[config.mk]
export PLATFORM = sky130hd
export DESIGN_NAME = ksa32_seq
export DESIGN_NICKNAME = d
export VERILOG_FILES = /design/src/rtl/ksa_pkg.sv /design/src/rtl/ksa16.sv /design/src/rtl/ksa32_seq.sv
export SDC_FILE = /design/constraint.sdc
export NUM_CORES = 1
export LEC_CHECK = 0
export BUFFER_PORTS_ARGS = -buffer_cell sky130_fd_sc_hd__buf_2
export CORE_MARGIN = 2
export CORE_UTILIZATION = 52
export DETAILED_ROUTE_END_ITERATION = 16
export PLACE_DENSITY_LB_ADDON = 0.2
export SLEW_MARGIN = 20
export SYNTH_ARGS = -nofsm -noshare
export SYNTH_HDL_FRONTEND = slang
export SYNTH_SLANG_ARGS = --single-unit
[constraint.sdc]
create_clock -name clk -period 3 [get_ports clk]
set_input_delay 0.6 -clock clk [delete_from_list [all_inputs] [get_ports clk]]
set_output_delay 0.6 -clock clk [all_outputs]
set_load 0.05 [all_outputs]
[src/rtl/ksa_pkg.sv]
// Shared widths and FSM encoding for the sequential 32-bit Kogge-Stone adder.
package ksa_pkg;

    localparam int WORD_W  = 16;
    localparam int DWORD_W = 32;

    typedef enum logic [2:0] {
        ST_IDLE = 3'd0,
        ST_LO   = 3'd1,
        ST_HI   = 3'd2,
        ST_FIX  = 3'd3,
        ST_DONE = 3'd4
    } state_t;

endpackage

[src/rtl/ksa16.sv]
// 16-bit Kogge-Stone adder core, carry-in fixed at 0, purely combinational.
module ksa16
    import ksa_pkg::*;
(
    input  logic [WORD_W-1:0] i_a,
    input  logic [WORD_W-1:0] i_b,
    output logic [WORD_W-1:0] o_sum,
    output logic              o_cout
);

    logic [WORD_W-1:0] w_g0, w_p0;
    logic [WORD_W-1:0] w_g1, w_p1;
    logic [WORD_W-1:0] w_g2, w_p2;
    logic [WORD_W-1:0] w_g3, w_p3;
    logic [WORD_W-1:0] w_g4;

    assign w_g0 = i_a & i_b;
    assign w_p0 = i_a ^ i_b;

    // Prefix levels at span 1, 2, 4, 8; shifted-in zeros terminate the low bits.
    assign w_g1 = w_g0 | (w_p0 & (w_g0 << 1));
    assign w_p1 = w_p0 & (w_p0 << 1);
    assign w_g2 = w_g1 | (w_p1 & (w_g1 << 2));
    assign w_p2 = w_p1 & (w_p1 << 2);
    assign w_g3 = w_g2 | (w_p2 & (w_g2 << 4));
    assign w_p3 = w_p2 & (w_p2 << 4);
    assign w_g4 = w_g3 | (w_p3 & (w_g3 << 8));

    assign o_sum[0] = w_p0[0];

    genvar gi;
    generate
        for (gi = 1; gi < WORD_W; gi++) begin : g_sum
            assign o_sum[gi] = w_p0[gi] ^ w_g4[gi-1];
        end
    endgenerate

    assign o_cout = w_g4[WORD_W-1];

endmodule

[src/rtl/ksa32_seq.sv]
// 32-bit adder built from three passes of one KSA16 core: low half, high half,
// then adding the low carry into the high half. Optional accumulate operand.
module ksa32_seq
    import ksa_pkg::*;
(
    input  logic               clk,
    input  logic               rst_n,
    input  logic               in_valid,
    output logic               in_ready,
    input  logic [DWORD_W-1:0] in_a,
    input  logic [DWORD_W-1:0] in_b,
    input  logic               in_acc,
    output logic               out_valid,
    input  logic               out_ready,
    output logic [DWORD_W-1:0] out_sum,
    output logic               out_cout
);

    state_t             r_state;
    state_t             w_state_next;
    logic [DWORD_W-1:0] r_a;
    logic [DWORD_W-1:0] r_b;
    logic [DWORD_W-1:0] r_acc;
    logic [WORD_W-1:0]  r_sum_lo;
    logic               r_c0;
    logic [WORD_W-1:0]  r_t;
    logic               r_c1;
    logic [DWORD_W-1:0] r_sum;
    logic               r_cout;

    logic [WORD_W-1:0]  w_core_a;
    logic [WORD_W-1:0]  w_core_b;
    logic [WORD_W-1:0]  w_core_sum;
    logic               w_core_cout;

    ksa16 u_core (
        .i_a    (w_core_a),
        .i_b    (w_core_b),
        .o_sum  (w_core_sum),
        .o_cout (w_core_cout)
    );

    always_comb begin
        w_core_a = '0;
        w_core_b = '0;
        case (r_state)
            ST_LO: begin
                w_core_a = r_a[WORD_W-1:0];
                w_core_b = r_b[WORD_W-1:0];
            end
            ST_HI: begin
                w_core_a = r_a[DWORD_W-1:WORD_W];
                w_core_b = r_b[DWORD_W-1:WORD_W];
            end
            ST_FIX: begin
                w_core_a = r_t;
                w_core_b = {{(WORD_W-1){1'b0}}, r_c0};
            end
            default: ;
        endcase
    end

    always_comb begin
        w_state_next = r_state;
        in_ready     = 1'b0;
        out_valid    = 1'b0;
        case (r_state)
            ST_IDLE: begin
                in_ready = 1'b1;
                if (in_valid) w_state_next = ST_LO;
            end
            ST_LO:   w_state_next = ST_HI;
            ST_HI:   w_state_next = ST_FIX;
            ST_FIX:  w_state_next = ST_DONE;
            ST_DONE: begin
                out_valid = 1'b1;
                if (out_ready) w_state_next = ST_IDLE;
            end
            default: w_state_next = ST_IDLE;
        endcase
    end

    always_ff @(posedge clk or negedge rst_n) begin
        if (!rst_n) begin
            r_state <= ST_IDLE;
        end else begin
            r_state <= w_state_next;
        end
    end

    always_ff @(posedge clk or negedge rst_n) begin
        if (!rst_n) begin
            r_a      <= '0;
            r_b      <= '0;
            r_acc    <= '0;
            r_sum_lo <= '0;
            r_c0     <= 1'b0;
            r_t      <= '0;
            r_c1     <= 1'b0;
            r_sum    <= '0;
            r_cout   <= 1'b0;
        end else begin
            case (r_state)
                ST_IDLE: begin
                    if (in_valid) begin
                        r_a <= in_a;
                        r_b <= in_acc ? r_acc : in_b;
                    end
                end
                ST_LO: begin
                    r_sum_lo <= w_core_sum;
                    r_c0     <= w_core_cout;
                end
                ST_HI: begin
                    r_t  <= w_core_sum;
                    r_c1 <= w_core_cout;
                end
                ST_FIX: begin
                    // c1 set implies t <= 0xFFFE, so at most one carry source fires.
                    r_sum  <= {w_core_sum, r_sum_lo};
                    r_cout <= r_c1 | w_core_cout;
                    r_acc  <= {w_core_sum, r_sum_lo};
                end
                default: ;
            endcase
        end
    end

    assign out_sum  = r_sum;
    assign out_cout = r_cout;

endmodule

---- Word-level counts from Yosys, hierarchy flattened ----
Index checks and enable logic that the tools add are counted.
operators by class
  eq/ne operators ......................... 6
  multiplexer cells ....................... 8
  bitwise logic cells ..................... 29
  reduce and logical (&&, ||, !) cells .... 3
operators with widths
  cell                count
  $and 16x16->16      8
  $pmux 16 s3         2
  $or 16x16->16       4
  $mux 32             1
  $xor 16x16->16      1
  $pmux 3 s5          1
  $xor 1x1->1         15
  $eq 3x2->1 const B  2
  $mux 3              2
  $ne 2x2->1 const B  2
  $reduce_and 2->1    2
  $eq 3x1->1 const B  1
  $eq 3x3->1 const B  1
  $logic_not 3->1     1
  $mux 1              2
  $or 1x1->1          1
word-level totals
  flip-flop bits (word level) ............. 134
  input port bits ......................... 69
  word-level logic and storage cells ...... 55

---- Logic depth before layout (Yosys ltp) ----
Gate-level depths: netlist of run 1.
  depth after elaboration ................. 12
  mapped depth ............................ 14
  gate-level depth less buffers ........... 10

---- Cells and area by module ----
From an unflattened synthesis of run 1, not the netlist that was laid out.
second synthesis, totals
  cells, all modules ...................... 518
  area, all modules ....................... 7004.2 um^2
by module, submodules not included
  module     instances  cells each  area an instance (um^2)  sequential area each (um^2)
  ksa32_seq  1          410         6199.7                   3353.2
  ksa16      1          108         804.5                    0.0

---- Worst setup path before layout of run 1 ----
OpenSTA, ideal clock, no wires.
  kind .................................... flip-flop to flip-flop
  start point ............................. register r_state[1]
  end point ............................... register r_sum[26], in the netlist out_sum[26]
  library setup time ...................... 0.132 ns
  data arrival time ....................... 3.045 ns
  required time ........................... 2.868 ns
  slack ................................... -0.177 ns
  stages on the path, launching flop included .. 13
  path buffers ............................ 2
  cells stage by stage .................... dfrtp_1 -> buf_2 -> clkbuf_1 -> mux2_2 -> a22oi_1 -> nor2_1 -> ha_1 -> fa_1 -> a21o_1 -> a221oi_2 -> o21ai_0 -> o211ai_1 -> o21ai_0
on the way
  word-level cells in the longest chain between the ends .. 11
  elaborated cells on any way between the ends .. 19
  classes of those cells .................. 3 x eq/ne; 2 x mux; 14 x bitwise
ends and longest elaborated chain
  element                                                  RTL line                           source
  start, declared                                          ksa32_seq.sv:19                    state_t r_state;
  start signal, assigned                                   ksa32_seq.sv:87                    r_state <= w_state_next;
  $eq 3x2->1 (tied with other cells)                       ksa32_seq.sv:46, ksa32_seq.sv:103
  $pmux 16 s3                                              ksa32_seq.sv:46                    case (r_state)
  $xor 16x16->16 / $and 16x16->16 (equally long branches)  ksa16.sv:18, ksa16.sv:17
  $and 16x16->16                                           ksa16.sv:21                        assign w_g1 = w_g0 | (w_p0 & (w_g0 << 1));
  $or 16x16->16                                            ksa16.sv:21
  $and 16x16->16                                           ksa16.sv:23                        assign w_g2 = w_g1 | (w_p1 & (w_g1 << 2));
  $or 16x16->16                                            ksa16.sv:23
  $and 16x16->16                                           ksa16.sv:25                        assign w_g3 = w_g2 | (w_p2 & (w_g2 << 4));
  $or 16x16->16                                            ksa16.sv:25
  $or 16x16->16                                            ksa16.sv:27                        assign w_g4 = w_g3 | (w_p3 & (w_g3 << 8));
  $xor 1x1->1                                              ksa16.sv:34                        assign o_sum[gi] = w_p0[gi] ^ w_g4[gi-1];
  end signal, assigned                                     ksa32_seq.sv:120                   r_sum <= {w_core_sum, r_sum_lo};
  end, declared                                            ksa32_seq.sv:28                    logic [DWORD_W-1:0] r_sum;
Several ways; a longest one is shown, not always the timed one.
A chain may end at the register's enable or synchronous reset.

---- Worst setup path in the final report of run 1 ----
  start point ............................. register r_state[1]
  end point ............................... register r_sum[29], in the netlist out_sum[29]
on the way
  word-level cells in the longest chain between the ends .. 11
  elaborated cells on any way between the ends .. 19
  classes of those cells .................. 3 x eq/ne; 2 x mux; 14 x bitwise
ends and longest elaborated chain
  element                                                  RTL line
  $eq 3x2->1 (tied with other cells)                       ksa32_seq.sv:46, ksa32_seq.sv:103
  $pmux 16 s3                                              ksa32_seq.sv:46
  $xor 16x16->16 / $and 16x16->16 (equally long branches)  ksa16.sv:18, ksa16.sv:17
  $and 16x16->16 (on tied branches)                        ksa16.sv:21, ksa16.sv:22
  $or 16x16->16 / $and 16x16->16 (equally long branches)   ksa16.sv:21, ksa16.sv:23
  $and 16x16->16 / $or 16x16->16 (equally long branches)   ksa16.sv:23
  $or 16x16->16 / $and 16x16->16 (equally long branches)   ksa16.sv:23, ksa16.sv:25
  $and 16x16->16 / $or 16x16->16 (equally long branches)   ksa16.sv:25
  $or 16x16->16 / $and 16x16->16 (equally long branches)   ksa16.sv:25, ksa16.sv:27
  $or 16x16->16                                            ksa16.sv:27
  $xor 1x1->1                                              ksa16.sv:34
Several ways; a longest one is shown, not always the timed one.

==> metrics, run 1 <==
status=finished clean; footprint of the multi-input gates=3210 um^2; initial antenna violation count=0; Die X=118 um; Post-Syn Instances=670; Initial DRC Count=303; hold-fix buffers at CTS=0; WL/cell=17.6 um; GPL Wtd Cong=0.971; Synth Warn #=0; CTS Root Cell=clkbuf_16; DRT Pass-1 Iters=5; CP required=3320 ps; cell type with the largest total area after synthesis=dfrtp_1; Die H=118 um; MaxCap Viol Count=0; final worst path period share=95.9%; post-route ant nets=0; global-route wire length before repair=28000 um; antenna fix cells=0; Worst Setup Start Kind=flop; worst hold path class=input port to async pin; Power, Total=11.8 mW; Die Area=13900 um^2; DRT Wirelength=17200 um; synth cell count leaders=dfrtp_1, nand2_1, nor2_1, a21oi_1, mux2_2; clock skew=6.03 ps; Synth area leaders=dfrtp_1, mux2_2, nand2_1, mux2i_1, a21oi_1; CP bufs+invs=3; critical path class=flop to flop; #FFs+latches synth=134; Worst-Margin Slew=647 ps; CP delay by family, top=compound AO/OA/AOI/OAI gates; CTS Sinks=134; power per cell area=1420 nW/um^2; end-of-flow core utilization=66.1%; Fillers=1031; Vias=5523; worst path cell trace=buf_4 > nor3b_2 > buf_12 > a22o_1 > ha_1 > a21o_1 > o21bai_2 > a21o_2 > mux2i_1 > buf_4 > o31ai_1; Synth Area in Compound Gates=15.1%; Max-slew headroom=56.9%; delay of the slowest cell on the worst path=450 ps; Async S/R FF share, synth=100%; register area share after synthesis=49.9%; Min Clock Period, post-route=2880 ps; Worst path slowest cell=dfrtp_2; crit-path max FO=24; number of synthesized flops with an enable pin=0; largest net degree at the start of global routing=59; remaining global-route overflow=0; vias per inst=5.65; Reg clk slew, reported paths=60 ps; net count after synthesis=756; Post-Synth XOR/XNOR Area=1.56%; layout cells sized above 1=31.2%; Layout area overhead=24.1%; dpl hpwl=12500 um; Max Clk Rate=0.348 GHz; post-synth top area share=49.9%; Placed Cells=945; row cnt=41; Clock Tree Buf Depth=2; H-tree depth=4; I/O pin count=104; simple-gate share of the synthesized area=13.4%; initial cell density of the core=53.3%; Num CTS Buffers=17; Core Area=12600 um^2; CTS tree=built; Mean Syn Cell Area=10.0 um^2; GRT Total Usage=25.8%; DRC errors left=0; cell with the most instances after synthesis=dfrtp_1; unrepaired setup endpoints after global routing=true; VDD IR-drop max=0.742 mV; final cell count without fillers=977; Yosys cell types=50; cell mode on critical path=buf_4; multiplexer share of the synthesized area=13.4%; Port-buffer cells=103; FF+latch area=3350 um^2; Slew Viols, Final=0; arrival time worst endpoint=3190 ps; Synth Area in Adders=3.28%; Setup Viol. Count Final=0; Hold Vio Cnt, Final=0; Mapped Area=6720 um^2; Nets=879; Leakage Power=4.04 nW; worst-skew pair later-pin latency=420 ps; largest family of logic cells by synthesized area=compound AO/OA/AOI/OAI gates; Top FF cell, synth=dfrtp_1; vias in the first global route=5636; endpoint class of the critical path=flop
[path summary, 6_finish.rpt]
kind                                                end  cells past startpoint                   start  slack, ps
min in group clk                     r_a[2]$_DFFE_PN0P_                      2                 in_a[2]        410
worst max-delay path            out_sum[29]$_DFFE_PN0N_                     11  r_state[1]$_DFFE_PN0P_        120
worst min register to register       r_t[1]$_DFFE_PN0N_                      2      r_t[1]$_DFFE_PN0N_        470
max in group asynchronous            r_a[6]$_DFFE_PN0P_                      2                   rst_n       1970
worst max register to register  out_sum[29]$_DFFE_PN0N_                     11  r_state[1]$_DFFE_PN0P_        120
worst min-delay path                r_b[12]$_DFFE_PN0P_                      1                   rst_n        210
[metrics by stage]
| stage | hold WS, ps | setup WS [ps] | setup TNS, ps | instance area [um^2] |
|---|---|---|---|---|
| after CTS | 215 | 11.9 | 0 | 8280 |
| after global placement | 444 | 22.1 | 0 | 7670 |
| after global routing | 259 | -16.1 | -24.8 | 8340 |
| final | 207 | 123 | 0 | 8340 |
| after detailed placement | 457 | -70.5 | -149 | 7670 |
| after floorplan | 304 | 0.531 | 0 | 6730 |
[placed cells by master, fill, tap and decap left out, types with 4 or more instances in the layout]
cell,n
a211oi_1,6
a21o_1,6
a21oi_1,48
a22o_1,15
a22oi_1,18
buf_12,4
buf_2,102
buf_4,45
clkbuf_16,17
clkinv_2,4
dfrtp_1,133
ha_1,13
mux2_2,49
mux2i_1,35
nand2_1,118
nand3_1,5
nand4_1,7
nor2_1,60
nor3_1,4
o21ai_0,33
o21ai_1,5
xnor2_1,5
xor2_1,6
[power breakdown]
group          total [mW]  internal [mW]  switching [mW]
clock network        2.10           1.36           0.736
registers            3.27           2.68           0.595
logic                6.48           2.62            3.86
total                11.8           6.66            5.19
[worst register-to-register path, stage by stage, from the launching register on]
cell and delay, ps:
dfrtp_2 450, buf_4 160, nor3b_2 160, buf_12 170
a22o_1 210, ha_1 350, a21o_1 220, o21bai_2 240
a21o_2 290, mux2i_1 130, buf_4 150, o31ai_1 240
[cells by family (layout without fill, tap and decap cells)]
family	after synthesis	in the layout
buf+inv	51	186
compound gates	159	159
fa+ha+maj	17	17
flops	134	134
mux	84	84
simple gates	213	213
xor+xnor	12	12
[flip-flops by register name (all words and copies together), names as in the netlist]
signal / count
out_cout: 1
out_sum: 32
r_a: 32
r_b: 32
r_c0: 1
r_c1: 1
r_state: 3
r_sum_lo: 16
r_t: 16
[timing repair]
| item | in CTS | in global routing |
|---|---|---|
| setup buffers | 0 | 1 |
| endpoints found under the setup margin | 6 | 26 |
| resized for setup | 2 | 21 |
| pin swaps | 0 | 5 |
[routing by layer]
| metal | GRT usage, % | up-vias | wire (um) |
|---|---|---|---|
| li1 | - | 2609 | - |
| met1 | 31.3 | 2684 | 7100 |
| met2 | 43.2 | 177 | 8580 |
| met3 | 5.72 | 53 | 802 |
| met4 | 13.6 | 0 | 673 |
| met5 | 0 | - | 0 |
[layout make-up]
| type | count | area share, % |
|---|---|---|
| Sequential cell | 134 | 40.2 |
| Multi-Input combinational cell | 485 | 38.5 |
| Timing Repair Buffer | 154 | 11.5 |
| Clock buffer | 22 | 5.68 |
| Tap cell | 172 | 2.58 |
| Clock inverter | 9 | 1.50 |
| Inverter | 1 | 0.0450 |
Power figures use the tool's default switching activity.
==> run 2, diff against run 1 <==
- RECOVER_POWER: default -> 25
==> run 2 against run 1 <==
Non-clock buffer count unchanged. Power is essentially flat. Die area did not move. Worst hold slack gained 200 ps. Sequential share of layout area barely moved. First-iteration DRC count is the same. Core utilization about the same. Sequential power about the same. Clock-buffer cell count stayed put. Largest power group unchanged.
==> metrics, run 2 (same netlist as run 1, synthesis figures left out) <==
clock skew=6.03 ps; arrival time worst endpoint=3200 ps; leading cell types in the layout, fill and taps excluded=dfrtp_1, nand2_1, buf_2; Initial DRC Count=303; Max Clk Rate=0.347 GHz; vias per inst=5.65; critical path class=flop to flop; Reg clk slew, reported paths=60 ps; Num CTS Buffers=17; global-route wire length before repair=28000 um; Die H=118 um; DRC errors left=0; dpl hpwl=12500 um; vias in the first global route=5636; Vias=5516; worst hold path class=input port to flop; worst-skew pair later-pin latency=420 ps; H-tree depth=4; DRT Wirelength=17200 um; delay of the slowest cell on the worst path=450 ps; VDD IR-drop max=0.743 mV; Hold Crit Depth=2; CTS tree=built; final setup TNS=0 ps; Clock Tree Buf Depth=2; WL/cell=17.6 um; final worst path period share=96.0%; power per cell area=1420 nW/um^2; Nets=879; Fillers=1032; GRT Total Usage=25.8%; Min Clock Period, post-route=2880 ps; largest net degree at the start of global routing=59; remaining global-route overflow=0; end-of-flow core utilization=66.1%; Die Area=13900 um^2; crit-path max FO=24; status=finished clean; final hold slack=409 ps; worst path cell trace=buf_4 > nor3b_2 > buf_12 > a22o_1 > ha_1 > a21o_1 > o21bai_2 > a21o_2 > mux2i_1 > buf_4 > o31ai_1; Worst Setup Start Kind=flop; I/O pin count=104; DRT Pass-1 Iters=5; post-route ant nets=0; Layout area overhead=24.0%; Hold Vio Cnt, Final=0; CTS Root Cell=clkbuf_16; Leakage Power=4.04 nW; hold-fix buffers at CTS=0; unrepaired setup endpoints after global routing=true; Slew Viols, Final=0; CP required=3320 ps; Core Area=12600 um^2; commonest non-fill, non-tap cell in the layout=dfrtp_1; GPL Wtd Cong=0.971; CTS Sinks=134; layout cells sized above 1=31.2%; initial cell density of the core=53.3%; Die X=118 um; antenna fix cells=0; Port-buffer cells=103; cell mode on critical path=buf_4; Max-slew headroom=15.6%; MaxCap Viol Count=0; endpoint class of the critical path=flop; Worst path slowest cell=dfrtp_2; row cnt=41; Setup Viol. Count Final=0; initial antenna violation count=0; FF-to-FF path depth=11; Worst-Margin Slew=1270 ps
-- run 2: changes by cell type in the layout (fill, tap and decap cells not counted), sizes merged --
cell / delta
buf: -1
clkbuf: +1
-- run 2: power by group --
part           leakage, nW  internal [mW]  switching (mW)
Clock                0.292           1.36           0.737
Sequential            1.64           2.68           0.596
Combinational         2.11           2.62            3.86
-- run 2: final cells by class --
cell class | instances | area (um^2) | share of cell area [%]
well taps | 172 | 215 | 2.58
repair buffers | 154 | 960 | 11.5
clock inverters | 9 | 125 | 1.50
clock buffers | 22 | 474 | 5.69
flip-flops and latches | 134 | 3350 | 40.2
inverters | 1 | 3.75 | 0.0450
multi-input cells | 485 | 3210 | 38.5
-- run 2: worst max-delay path: cells and delay by family (launching register included) --
family	cells	cell delay, ps
compound gates	5	1190
fa+ha+maj	1	350
simple gates	1	160
flops	1	450
mux	1	130
buf+inv	3	480
-- run 2: repair_timing --
item / 4_1_cts / 5_1_grt
gates resized for setup: 2 / 21
endpoints found under the setup margin: 6 / 26
buffers inserted: 0 / 1
pin swaps: 0 / 5
-- run 2: per-layer routing --
layer	wire [um]	track usage (%)
met4	675	13.6
met3	800	5.72
met1	7120	31.3
met2	8560	43.2
met5	0	0
-- run 2: through the flow --
step | power [mW] | area (um^2) | setup WS [ps] | cells
after floorplan | 7.37 | 6730 | 0.531 | 670
after global placement | 9.35 | 7670 | 22.1 | 945
after detailed placement | 9.55 | 7670 | -70.5 | 945
after CTS | 11.7 | 8280 | 11.9 | 976
after global routing | 12.7 | 8340 | -16.1 | 977
final | 11.9 | 8340 | 121 | 977
-- run 2: worst paths after layout --
| kind | startpoint | end | slack (ps) |
|---|---|---|---|
| max | r_state[1]$_DFFE_PN0P_ | out_sum[29]$_DFFE_PN0N_ | 120 |
| min | in_a[2] | r_a[2]$_DFFE_PN0P_ | 410 |
| max in group asynchronous | rst_n | r_a[6]$_DFFE_PN0P_ | 1510 |
| max reg2reg | r_state[1]$_DFFE_PN0P_ | out_sum[29]$_DFFE_PN0N_ | 120 |
| min in group asynchronous | rst_n | r_b[12]$_DFFE_PN0P_ | 450 |
| min reg2reg | r_t[1]$_DFFE_PN0N_ | r_t[1]$_DFFE_PN0N_ | 470 |
==> run 3, diff against run 2 <==
- CORE_ASPECT_RATIO: default -> 0.8
==> run 3 against run 2 <==
The run now ends with capacitance limit, slew limit left. Die area hardly changed. Clock power barely moved. Setup slack worse by 42 ps. Cell count is 1.6% higher. Power is 2.3% higher. First-iteration DRC count is 6.3% lower. Wire length is 1.6% higher. Register-to-register slack worse by 40 ps. Fmax is 1.5% lower. Sequential cell count is the same. Critical path type unchanged. Largest power group unchanged.
==> metrics, run 3 (same netlist as run 1, synthesis figures left out) <==
Layout area overhead=25.3%; unrepaired setup endpoints after global routing=true; row cnt=37; final setup margin=78.6 ps; Detail Route met2 WL=8750 um; top sig layer=met4; DRT Wirelength=17400 um; Die Area=13900 um^2; vias per inst=5.51; H-tree depth=4; CTS Sinks=134; critical path class=flop to flop; layout cells sized above 1=32.9%; clock skew=9.79 ps; Max Clk Rate=0.342 GHz; dpl hpwl=12300 um; VDD IR-drop max=0.780 mV; arrival time worst endpoint=3220 ps; Setup Viol. Count Final=0; worst-skew pair later-pin latency=420 ps; antenna fix cells=0; endpoint class of the critical path=flop; Hold Vio Cnt, Final=0; crit-path max FO=7; Power, Total=12.1 mW; Clock Tree Buf Depth=2; CTS tree=built; WL/cell=17.6 um; leading cell types in the layout, fill and taps excluded=dfrtp_1, nand2_1, buf_2; initial antenna violation count=0; GPL Wtd Cong=0.889; CTS Root Cell=clkbuf_16; power per cell area=1440 nW/um^2; Num CTS Buffers=17; Die H=106 um; Core Area=12700 um^2; vias in the first global route=5708; Reg clk slew, reported paths=60 ps; failing checks=capacitance limit, slew limit; Nets=891; CP required=3290 ps; status=complete, but fails checks; hold-fix buffers at CTS=0; Port-buffer cells=103; commonest non-fill, non-tap cell in the layout=dfrtp_1; Worst-Margin Slew=1690 ps; Slew Viols, Final=69; global-route wire length before repair=28500 um; end-of-flow core utilization=66.2%; delay of the slowest cell on the worst path=450 ps; Min Clock Period, post-route=2920 ps; Worst path slowest cell=fa_1; worst path cell trace=mux2_2 > a22oi_2 > nor2_1 > ha_2 > fa_1 > a21o_1 > a221oi_4 > o21ai_2 > o211ai_1 > o21ai_1; largest net degree at the start of global routing=69; worst hold path class=input port to flop; Max-slew headroom=-12.6%; I/O pin count=104; WL met3=725 um; pre-CTS WS=-162 ps; DRC errors left=0; metal1 wirelength=7500 um; Initial DRC Count=284; Die X=131 um; DRT Pass-1 Iters=5; Leakage Power=4.10 nW; post-route ant nets=0; GRT Total Usage=26.5%; remaining global-route overflow=0; initial cell density of the core=52.8%; MaxCap Viol Count=1; Worst Setup Start Kind=flop; Vias=5471; final worst path period share=97.4%
[run 3: changes by cell type in the layout (fill, tap and decap cells not counted), sizes merged]
cell	previous run	this run
clkbuf	23	22
clkinv	4	8
clkinvlp	2	1
buf	153	164
[run 3: power by group]
group | switching, mW | internal (mW)
clock | 0.779 | 1.35
combinational | 3.95 | 2.81
sequential | 0.563 | 2.68
[run 3: cell type report]
cell class	instances	area [um^2]
clock buffers	20	457
well taps	175	219
inverters	1	3.75
flip-flops and latches	134	3350
clock inverters	12	153
multi-input cells	485	3230
repair buffers	166	1010
fillers	1038	4300
[run 3: stage by stage]
step,instances,hold WS [ps],area [um^2],TNS (ps)
2_1_floorplan,670,304,6730,0
3_3_place_gp,957,447,7710,-75.2
3_5_place_dp,957,454,7710,-2000
4_1_cts,989,327,8360,-27.6
5_1_grt,993,397,8430,-345
6_report,993,405,8430,0
[run 3: what timing repair did]
| item | CTS | global route |
|---|---|---|
| pin swaps | 1 | 9 |
| setup endpoints to repair | 23 | 32 |
| setup buffers | 0 | 4 |
| resized for setup | 8 | 19 |
| gates cloned | 0 | 0 |
[run 3: final timing paths]
| check | startpoint | to | slack [ps] | cells past startpoint |
|---|---|---|---|---|
| worst min register to register | r_sum_lo[5]$_DFFE_PN0N_ | out_sum[5]$_DFFE_PN0N_ | 470 | 2 |
| max in group asynchronous | rst_n | r_t[4]$_DFFE_PN0N_ | 670 | 2 |
| worst max-delay path | r_state[1]$_DFFE_PN0P_ | out_sum[26]$_DFFE_PN0N_ | 80 | 10 |
| worst max register to register | r_state[1]$_DFFE_PN0P_ | out_sum[26]$_DFFE_PN0N_ | 80 | 10 |
| min in group asynchronous | rst_n | out_sum[10]$_DFFE_PN0N_ | 620 | 1 |
| worst min-delay path | in_valid | r_state[0]$_DFFE_PN0P_ | 400 | 2 |
[run 3: per-layer routing]
metal / track usage (%) / vias to the layer above
met4: 11.2 / 0
li1: - / 2641
met3: 5.82 / 33
met1: 33.1 / 2650
met5: 0 / -
met2: 44.8 / 147
[run 3: worst max-delay path: cells and delay by family (launching register included)]
family / cells / cell delay (ps)
flops: 1 / 440
compound gates: 6 / 1260
mux: 1 / 370
simple gates: 1 / 70
fa+ha+maj: 2 / 650
